===== src/rtl/sweep_pkg.sv =====
// Shared types for the phase sweep sequencer: phase/dwell widths, config payload, FSM states.
package sweep_pkg;

    localparam int unsigned PHASE_BITS = 24;
    localparam int unsigned DWELL_BITS = 16;
    localparam int unsigned CFG_BITS   = 3 * PHASE_BITS + DWELL_BITS;

    typedef logic [PHASE_BITS-1:0] phase_t;
    typedef logic [DWELL_BITS-1:0] dwell_t;

    // First member lands in the MSBs, so start occupies the LSBs of config_in
    typedef struct packed {
        dwell_t dwell;
        phase_t step;
        phase_t stop;
        phase_t start;
    } sweep_cfg_t;

    typedef enum logic [1:0] {
        ST_IDLE  = 2'd0,
        ST_EMIT  = 2'd1,
        ST_DWELL = 2'd2
    } sweep_state_t;

endpackage


===== src/rtl/phase_sweep_gen.sv =====
// Linear frequency-sweep sequencer feeding dds phase increments.
// Optional PHASE_SWEEP_REPEAT_EN: loop the sweep forever and accept new configs at any time.
module phase_sweep_gen
    import sweep_pkg::*;
(
    input  logic                  clk,
    input  logic                  reset,
    input  logic [CFG_BITS-1:0]   config_in_data,
    input  logic                  config_in_valid,
    output logic                  config_in_ready,
    output logic [PHASE_BITS-1:0] phase_inc_out_data,
    output logic                  phase_inc_out_valid,
    input  logic                  phase_inc_out_ready,
    output logic                  busy_out,
    output logic                  done_out
);

    sweep_state_t state_q, state_d;
    sweep_cfg_t   cfg_q, cfg_d, cfg_in;
    phase_t       cur_q, cur_d;
    dwell_t       cnt_q, cnt_d;
    logic         valid_q, valid_d;
    logic         ready_q, ready_d;
    logic         busy_q, busy_d;
    logic         done_q, done_d;
    logic         cfg_ok, out_ok, last;
    logic [PHASE_BITS:0] nxt;

    // Next-state and registered-output computation
    always_comb begin
        state_d = state_q;
        cfg_d   = cfg_q;
        cur_d   = cur_q;
        cnt_d   = cnt_q;
        done_d  = 1'b0;

        cfg_in = sweep_cfg_t'(config_in_data);
        cfg_ok = config_in_valid && ready_q;
        out_ok = valid_q && phase_inc_out_ready;
        nxt    = {1'b0, cur_q} + {1'b0, cfg_q.step};
        last   = (cfg_q.step == '0) || nxt[PHASE_BITS] || (nxt > {1'b0, cfg_q.stop});

        case (state_q)
            ST_IDLE: begin
                if (cfg_ok) begin
                    cfg_d   = cfg_in;
                    cur_d   = cfg_in.start;
                    state_d = ST_EMIT;
                end
            end
            ST_EMIT: begin
                if (out_ok) begin
                    if (last) begin
                        done_d = 1'b1;
`ifdef PHASE_SWEEP_REPEAT_EN
                        cur_d = cfg_q.start;
                        if (cfg_q.dwell == '0) begin
                            state_d = ST_EMIT;
                        end else begin
                            state_d = ST_DWELL;
                            cnt_d   = cfg_q.dwell;
                        end
`else
                        state_d = ST_IDLE;
`endif
                    end else begin
                        cur_d = nxt[PHASE_BITS-1:0];
                        if (cfg_q.dwell == '0) begin
                            state_d = ST_EMIT;
                        end else begin
                            state_d = ST_DWELL;
                            cnt_d   = cfg_q.dwell;
                        end
                    end
                end
            end
            ST_DWELL: begin
                // Counter was loaded with dwell, so EMIT resumes dwell cycles later
                cnt_d = cnt_q - DWELL_BITS'(1);
                if (cnt_q == DWELL_BITS'(1)) begin
                    state_d = ST_EMIT;
                end
            end
            default: state_d = ST_IDLE;
        endcase

`ifdef PHASE_SWEEP_REPEAT_EN
        // A new config aborts whatever is running and wins over a coincident output handshake
        if (cfg_ok) begin
            cfg_d   = cfg_in;
            cur_d   = cfg_in.start;
            state_d = ST_EMIT;
            done_d  = 1'b0;
        end
        ready_d = 1'b1;
`else
        ready_d = (state_d == ST_IDLE);
`endif
        valid_d = (state_d == ST_EMIT);
        busy_d  = (state_d != ST_IDLE);
    end

    always_ff @(posedge clk) begin
        if (reset) begin
            state_q <= ST_IDLE;
            cfg_q   <= '0;
            cur_q   <= '0;
            cnt_q   <= '0;
            valid_q <= 1'b0;
            ready_q <= 1'b0;
            busy_q  <= 1'b0;
            done_q  <= 1'b0;
        end else begin
            state_q <= state_d;
            cfg_q   <= cfg_d;
            cur_q   <= cur_d;
            cnt_q   <= cnt_d;
            valid_q <= valid_d;
            ready_q <= ready_d;
            busy_q  <= busy_d;
            done_q  <= done_d;
        end
    end

    assign config_in_ready     = ready_q;
    assign phase_inc_out_data  = cur_q;
    assign phase_inc_out_valid = valid_q;
    assign busy_out            = busy_q;
    assign done_out            = done_q;

endmodule


===== config.mk =====
export PLATFORM = sky130hd
export DESIGN_NAME = phase_sweep_gen
export DESIGN_NICKNAME = d
export VERILOG_FILES = /design/src/rtl/sweep_pkg.sv /design/src/rtl/phase_sweep_gen.sv
export SDC_FILE = /design/constraint.sdc
export NUM_CORES = 1
export LEC_CHECK = 0
export BUFFER_PORTS_ARGS = -buffer_cell sky130_fd_sc_hd__buf_2
export CAP_MARGIN = 20
export CORE_UTILIZATION = 45
export DETAILED_ROUTE_END_ITERATION = 10
export PLACE_DENSITY = 0.67
export SLEW_MARGIN = 20
export SYNTH_ARGS = -nofsm -noshare
export SYNTH_HDL_FRONTEND = slang
export SYNTH_SLANG_ARGS = --single-unit

===== constraint.sdc =====
create_clock -name clk -period 5 [get_ports clk]
set_input_delay 0.25 -clock clk [delete_from_list [all_inputs] [get_ports clk]]
set_output_delay 0.25 -clock clk [all_outputs]
set_load 0.01 [all_outputs]

[Word-level counts from Yosys, hierarchy flattened]
Index checks and enable logic that the tools add are counted.
Operators by class
  bitwise operators: 2
  add/sub/neg operators: 2
  muxes and demuxes: 15
  reductions and logical operators: 15
  equal/unequal tests: 8
  $lt $le $gt $ge: 1
Operators with widths (number)
  $mux 24: 3
  $mux 16: 3
  $pmux 24 s2: 1
  $pmux 16 s2: 1
  $add 24x24->25: 1
  $gt 25x24->1: 1
  $logic_not 24->1: 1
  $eq 16x1->1 const B: 1
  $logic_not 16->1: 1
  $sub 16x1->16 const B: 1
  $mux 2: 5
  $ne 2x2->1 const B: 4
  $reduce_and 4->1: 2
  $pmux 2 s3: 1
  $reduce_bool 2->1: 3
  $eq 2x1->1 const B: 2
  $logic_not 2->1: 2
  $reduce_or 3->1: 1
  $eq 2x2->1 const B: 1
  $logic_and 1x1->1: 2
  $logic_or 1x1->1: 2
  $not 1->1: 2
  $reduce_and 2->1: 1
  $mux 1: 1
Word-level totals
  word-level logic and storage cells: 53
  input port bits: 92
  output and inout port bits: 28
  flip-flop bits (word level): 110

[Logic depth before layout (Yosys ltp)]
  word-level depth: 7
  mapped depth: 19

[Worst setup path after synthesis]
No wires, ideal clock.
  path type: register -> register
  from: register cur_q[0] (netlist: phase_inc_out_data[0])
  to: register cur_q[10] (netlist: phase_inc_out_data[10])
  library setup time: 0.147 ns
  stages on the path, launching flop included: 19
  buffers on the path: 2
  path slack: 0.514 ns
  arrival time: 4.339 ns
  period minus slack after synthesis: 4.486 ns
  path through: dfxtp_1 -> ha_1 -> fa_1 -> a211oi_2 -> nor2_1 -> o311ai_0 -> a311o_1 -> nand2_1 -> xor2_1 -> ha_1 -> and4_1 -> nand4_1 -> nor4b_2 -> o211ai_1 -> nor3_2 -> a41o_1 -> buf_6 -> buf_2 -> a311oi_2
On the way
  word-level cells in the longest chain between the ends: 5
  elaborated cells between the ends (all ways): 9
  classes of those cells: add/sub (1); order compare (1); eq/ne (1); mux (3); reduce/logical (3)
Ends and longest elaborated chain
  start, declared: RTL line phase_sweep_gen.sv:20  | phase_t cur_q, cur_d;
  start signal, assigned: RTL line phase_sweep_gen.sv:116  | cur_q <= cur_d;
  $add 24x24->25 (*): RTL line phase_sweep_gen.sv:40  | nxt = {1'b0, cur_q} + {1'b0, cfg_q.step};
  $gt 25x24->1 or $logic_or 1x1->1 (tied branches): RTL line phase_sweep_gen.sv:41  | last = (cfg_q.step == '0) || nxt[PHASE_BITS] || (nxt > {1'b0, cfg_q.stop});
  $logic_or 1x1->1: RTL line phase_sweep_gen.sv:41
  $ne 2x2->1 (no source line)
  $reduce_and 4->1 (no source line)
Mark *: on every way between the ends. The rest lies on a longest branch, timed or not. The select of a mux whose other input is x is not followed.
A chain may end at the register's enable or synchronous reset.

[Final worst setup path]
  from: register cur_q[0] (netlist: phase_inc_out_data[0])
  to: register ready_q (netlist: config_in_ready)
On the way
  word-level cells in the longest chain between the ends: 7
  elaborated cells between the ends (all ways): 8
  classes of those cells: add/sub (1); order compare (1); mux (3); reduce/logical (3)
Ends and longest elaborated chain
  $add 24x24->25 (*): RTL line phase_sweep_gen.sv:40
  $gt 25x24->1 or $logic_or 1x1->1 (tied branches): RTL line phase_sweep_gen.sv:41
  $logic_or 1x1->1 (*): RTL line phase_sweep_gen.sv:41
  $mux 2 (*): RTL line phase_sweep_gen.sv:53  | if (last) begin
  $mux 2 (*): RTL line phase_sweep_gen.sv:52  | if (out_ok) begin
  $pmux 2 s3 (*): RTL line phase_sweep_gen.sv:43  | case (state_q)
  $logic_not 2->1 (*): RTL line phase_sweep_gen.sv:97  | ready_d = (state_d == ST_IDLE);
  end signal, assigned: RTL line phase_sweep_gen.sv:119  | ready_q <= ready_d;
  end, declared: RTL line phase_sweep_gen.sv:23  | logic ready_q, ready_d;
Mark *: on every way between the ends. The rest lies on a longest branch, timed or not.

==> results.py <==
metrics = {
    "sta": {
        "hold_viol_final": 0,
        "clock_skew_ns": 0.01330,
        "setup_viol_count_final": 0,
        "fmax_mhz": 214.0,
        "maxSlewViolCount": 0,
        "tightestPinTransition_ns": 1.073,
        "final_min_period_over_clock_period_pct": 93.44,
        "relSlewSlack_pct": 28.50,
        "fin_crit_ns": 4.672,
        "worst_slack_ns": 0.3281,
    },
    "logic_synthesis": {
        "synth-compound-area-share_pct": 21.71,
        "synth_xor_area_share_pct": 2.778,
        "ys.flop_type": "dfxtp_1",
        "synth_top_family_by_area": "simple AND/OR/NAND/NOR gates",
        "avgSynthCellArea_sq_um": 7.624,
        "synth_top_area_cell": "dfxtp_1",
        "synthCells": 827,
        "synthMuxAreaShare_pct": 0.4763,
        "yosysSeqAreaShare_pct": 34.93,
        "async_flop_share_pct": 0,
        "synthAdderAreaFrac_pct": 10.24,
        "syn-num-nets": 970,
        "ys_seq_elements": 110,
        "synth_area_leaders": "dfxtp_1, nand2_1, ha_1, a21oi_1, nor2_1",
        "syn_area_sq_um": 6305,
        "synth_edf_count": 0,
        "synth_top_area_share_pct": 34.93,
        "yosys_warnings": 0,
        "netlist-cell-type-count": 58,
        "yosys.area_share.simple_pct": 25.08,
    },
    "route": {
        "wl_per_cell_um": 15.05,
        "vias_per_cell": 5.487,
        "first_pass_iters": 5,
        "drtIter0Drc": 410,
        "routed_wl_um": 16700,
        "ant_nets": 0,
        "num_vias": 6091,
        "drc": 0,
    },
    "pwr": {
        "p_sw_mw": 1.096,
        "p_sw_share_pct": 37.80,
        "power_frac_seq_pct": 37.0,
        "powerDensity_nw_per_um2": 393.3,
        "power.internal_mw": 1.804,
        "ir_worst_vdd_mv": 0.2072,
        "p_leak_nw": 3.075,
        "clock_power_share_pct": 25.6,
        "power_frac_comb_pct": 37.4,
    },
    "flow_run": {
        "drv_cap": 0,
    },
    "worst_hold_path": {
        "hold_depth": 3,
        "hold_class": "input pin to flop",
    },
    "finish": {
        "drive_above_1_share_pct": 18.20,
        "seqCellArea_sq_um": 2202,
        "antenna_cells": 0,
        "multi_input_area_sq_um": 3811,
        "final_cell_mix": "nand2_1, buf_2, a21oi_1",
        "final_common_cell": "nand2_1",
        "finalNetCount": 1072,
        "syn2layout_area_growth_pct": 16.95,
        "fill_cells": 1398,
        "final_util_pct": 54.81,
    },
    "clock_network": {
        "hold_buffers": 0,
        "clk_latency_ns": 0.36,
        "cts_tree": "yes",
        "cts_sinks": 110,
        "numCtsBuffers": 9,
        "cts_buffer_depth": 2,
        "path_clk_slew_ns": 0.08,
        "root_buffer": "clkbuf_16",
        "htreeDepth": 3,
    },
    "die": {
        "die_area_sq_um": 14490,
        "die_w_um": 120.4,
        "num_rows": 42,
        "die_h_um": 120.4,
        "start_util_pct": 46.87,
        "coreArea_sq_um": 13450,
        "io_pins": 120,
    },
    "setup_path": {
        "crit_arrival_ns": 4.93,
        "crit_required_ns": 5.26,
        "slowest_delay_ns": 0.44,
        "critPathMaxFanout": 12,
        "r2r_cells": 19,
        "rrSetupSlack_ns": 0.33,
        "slowest_stage": "fa_1",
        "path_cells": "ha_1, fa_1, a211oi_2, nor2_1, o311ai_1, buf_4, a311o_1, nand2_1, xor2_1, ha_1, and4_1, nand4_1, nor4b_2, o211ai_1, nor3_2, buf_4, nand2_1, a22o_1, and3b_1",
        "critPathLaunchType": "flop",
        "critPathKind": "flop to flop",
        "end_kind": "flop",
    },
    "run_status": {
        "outcome": "finished clean",
    },
    "place": {
        "pre_cts_slack_ns": 0.2258,
        "hpwl_um": 12610,
        "numPortBuffers": 119,
        "gp_congestion": 0.8681,
    },
    "global_routing": {
        "track_usage_pct": 24.16,
        "antenna_found_initial": 0,
        "grt_pass1_wl_um": 27830,
        "grt_pass1_vias": 5640,
        "gr-total-overflow": 0,
        "grt_max_degree": 65,
    },
}
[power groups by stage]
stage	clock, mW	combinational [mW]	sequential (mW)
6_report	0.742	1.08	1.07
4_1_cts	0.758	1.08	1.07
5_1_grt	0.799	1.22	1.09
3_5_place_dp	0	1.08	1.09
3_3_place_gp	0	1.07	1.09
2_1_floorplan	0	0.749	1.09
[metal layers]
layer	up-vias	GRT usage, %	part of all wire (%)
met3	18	4.717	5.6
met2	169	37.28	44
met1	2776	34.39	49
li1	3128	-	-
met4	0	6.019	1.5
met5	-	0	0
[what timing repair did]
item,CTS,global route
setup endpoints to repair,0,30
resized for setup,0,2
buffers inserted,0,0
[worst paths after layout]
kind / startpoint / end
worst max-delay path: phase_inc_out_data[0]$_SDFFE_PP0P_ / config_in_ready$_SDFF_PP0_
worst min-delay path: config_in_data[31] / cfg_q[31]$_SDFFE_PP0P_
worst max register to register: phase_inc_out_data[0]$_SDFFE_PP0P_ / config_in_ready$_SDFF_PP0_
worst min register to register: cfg_q[45]$_SDFFE_PP0P_ / cfg_q[45]$_SDFFE_PP0P_
[area by class of cell]
class                      instances  area share (%)
multi-input combinational        643           51.69
clock inverter                     7           1.069
sequential                       110           29.87
inverter                          33           1.680
tap                              176           2.987
clock buffer                       9           3.054
timing repair buffer             132           9.656
[sequential cells by signal, summed over array words and instances, names as in the netlist]
| signal | count |
|---|---|
| cfg_q | 64 |
| busy_out | 1 |
| phase_inc_out_valid | 1 |
| cnt_q | 16 |
| phase_inc_out_data | 24 |
| done_out | 1 |
| config_in_ready | 1 |
| state_q | 2 |
[per-stage QoR]
| step | setup TNS [ns] | power [mW] | instance area (sq um) | instances | hold slack [ns] |
|---|---|---|---|---|---|
| 2_1_floorplan | 0 | 1.835 | 6305 | 827 | 0.3860 |
| 3_3_place_gp | 0 | 2.162 | 7066 | 1094 | 0.4438 |
| 3_5_place_dp | 0 | 2.169 | 7066 | 1094 | 0.4472 |
| 4_1_cts | 0 | 2.915 | 7370 | 1110 | 0.1059 |
| 5_1_grt | -0.02037 | 3.111 | 7373 | 1110 | 0.1163 |
| 6_report | 0 | 2.900 | 7373 | 1110 | 0.1156 |
[worst max-delay path: cells and delay by family, from the launching register on]
kind                       cells  cell delay [ns]
and+or+nand+nor                8             1.53
AOI/OAI and AO/OA              5             1.19
DFF                            1             0.33
xor gates and xnor gates       1             0.18
adders and majority gates      3             0.98
buffers and inverters          2             0.34
[synthesized netlist by cell type (10+ instances only)]
master and count:
nand2_1 208, a21oi_1 112, dfxtp_1 110, nor2_1 52, ha_1 50, inv_1 33, clkbuf_1 32, nand3_1 22
o21ai_0 20, nor3_1 15, a311oi_1 13, nor4_1 13, a311oi_2 10, a31oi_1 10, xnor2_1 10, xor2_1 10
[kinds of logic (layout without fill, tap and decap cells)]
| kind of cell | after synthesis | in the layout |
|---|---|---|
| AO/OA/AOI/OAI | 211 | 211 |
| XOR/XNOR | 20 | 20 |
| adder cells (fa/ha/maj) | 51 | 51 |
| buffers and inverters | 74 | 181 |
| flip-flops | 110 | 110 |
| multiplexers | 3 | 3 |
| AND/OR/NAND/NOR | 358 | 358 |
Note: power is estimated with default switching activity, not from simulation.
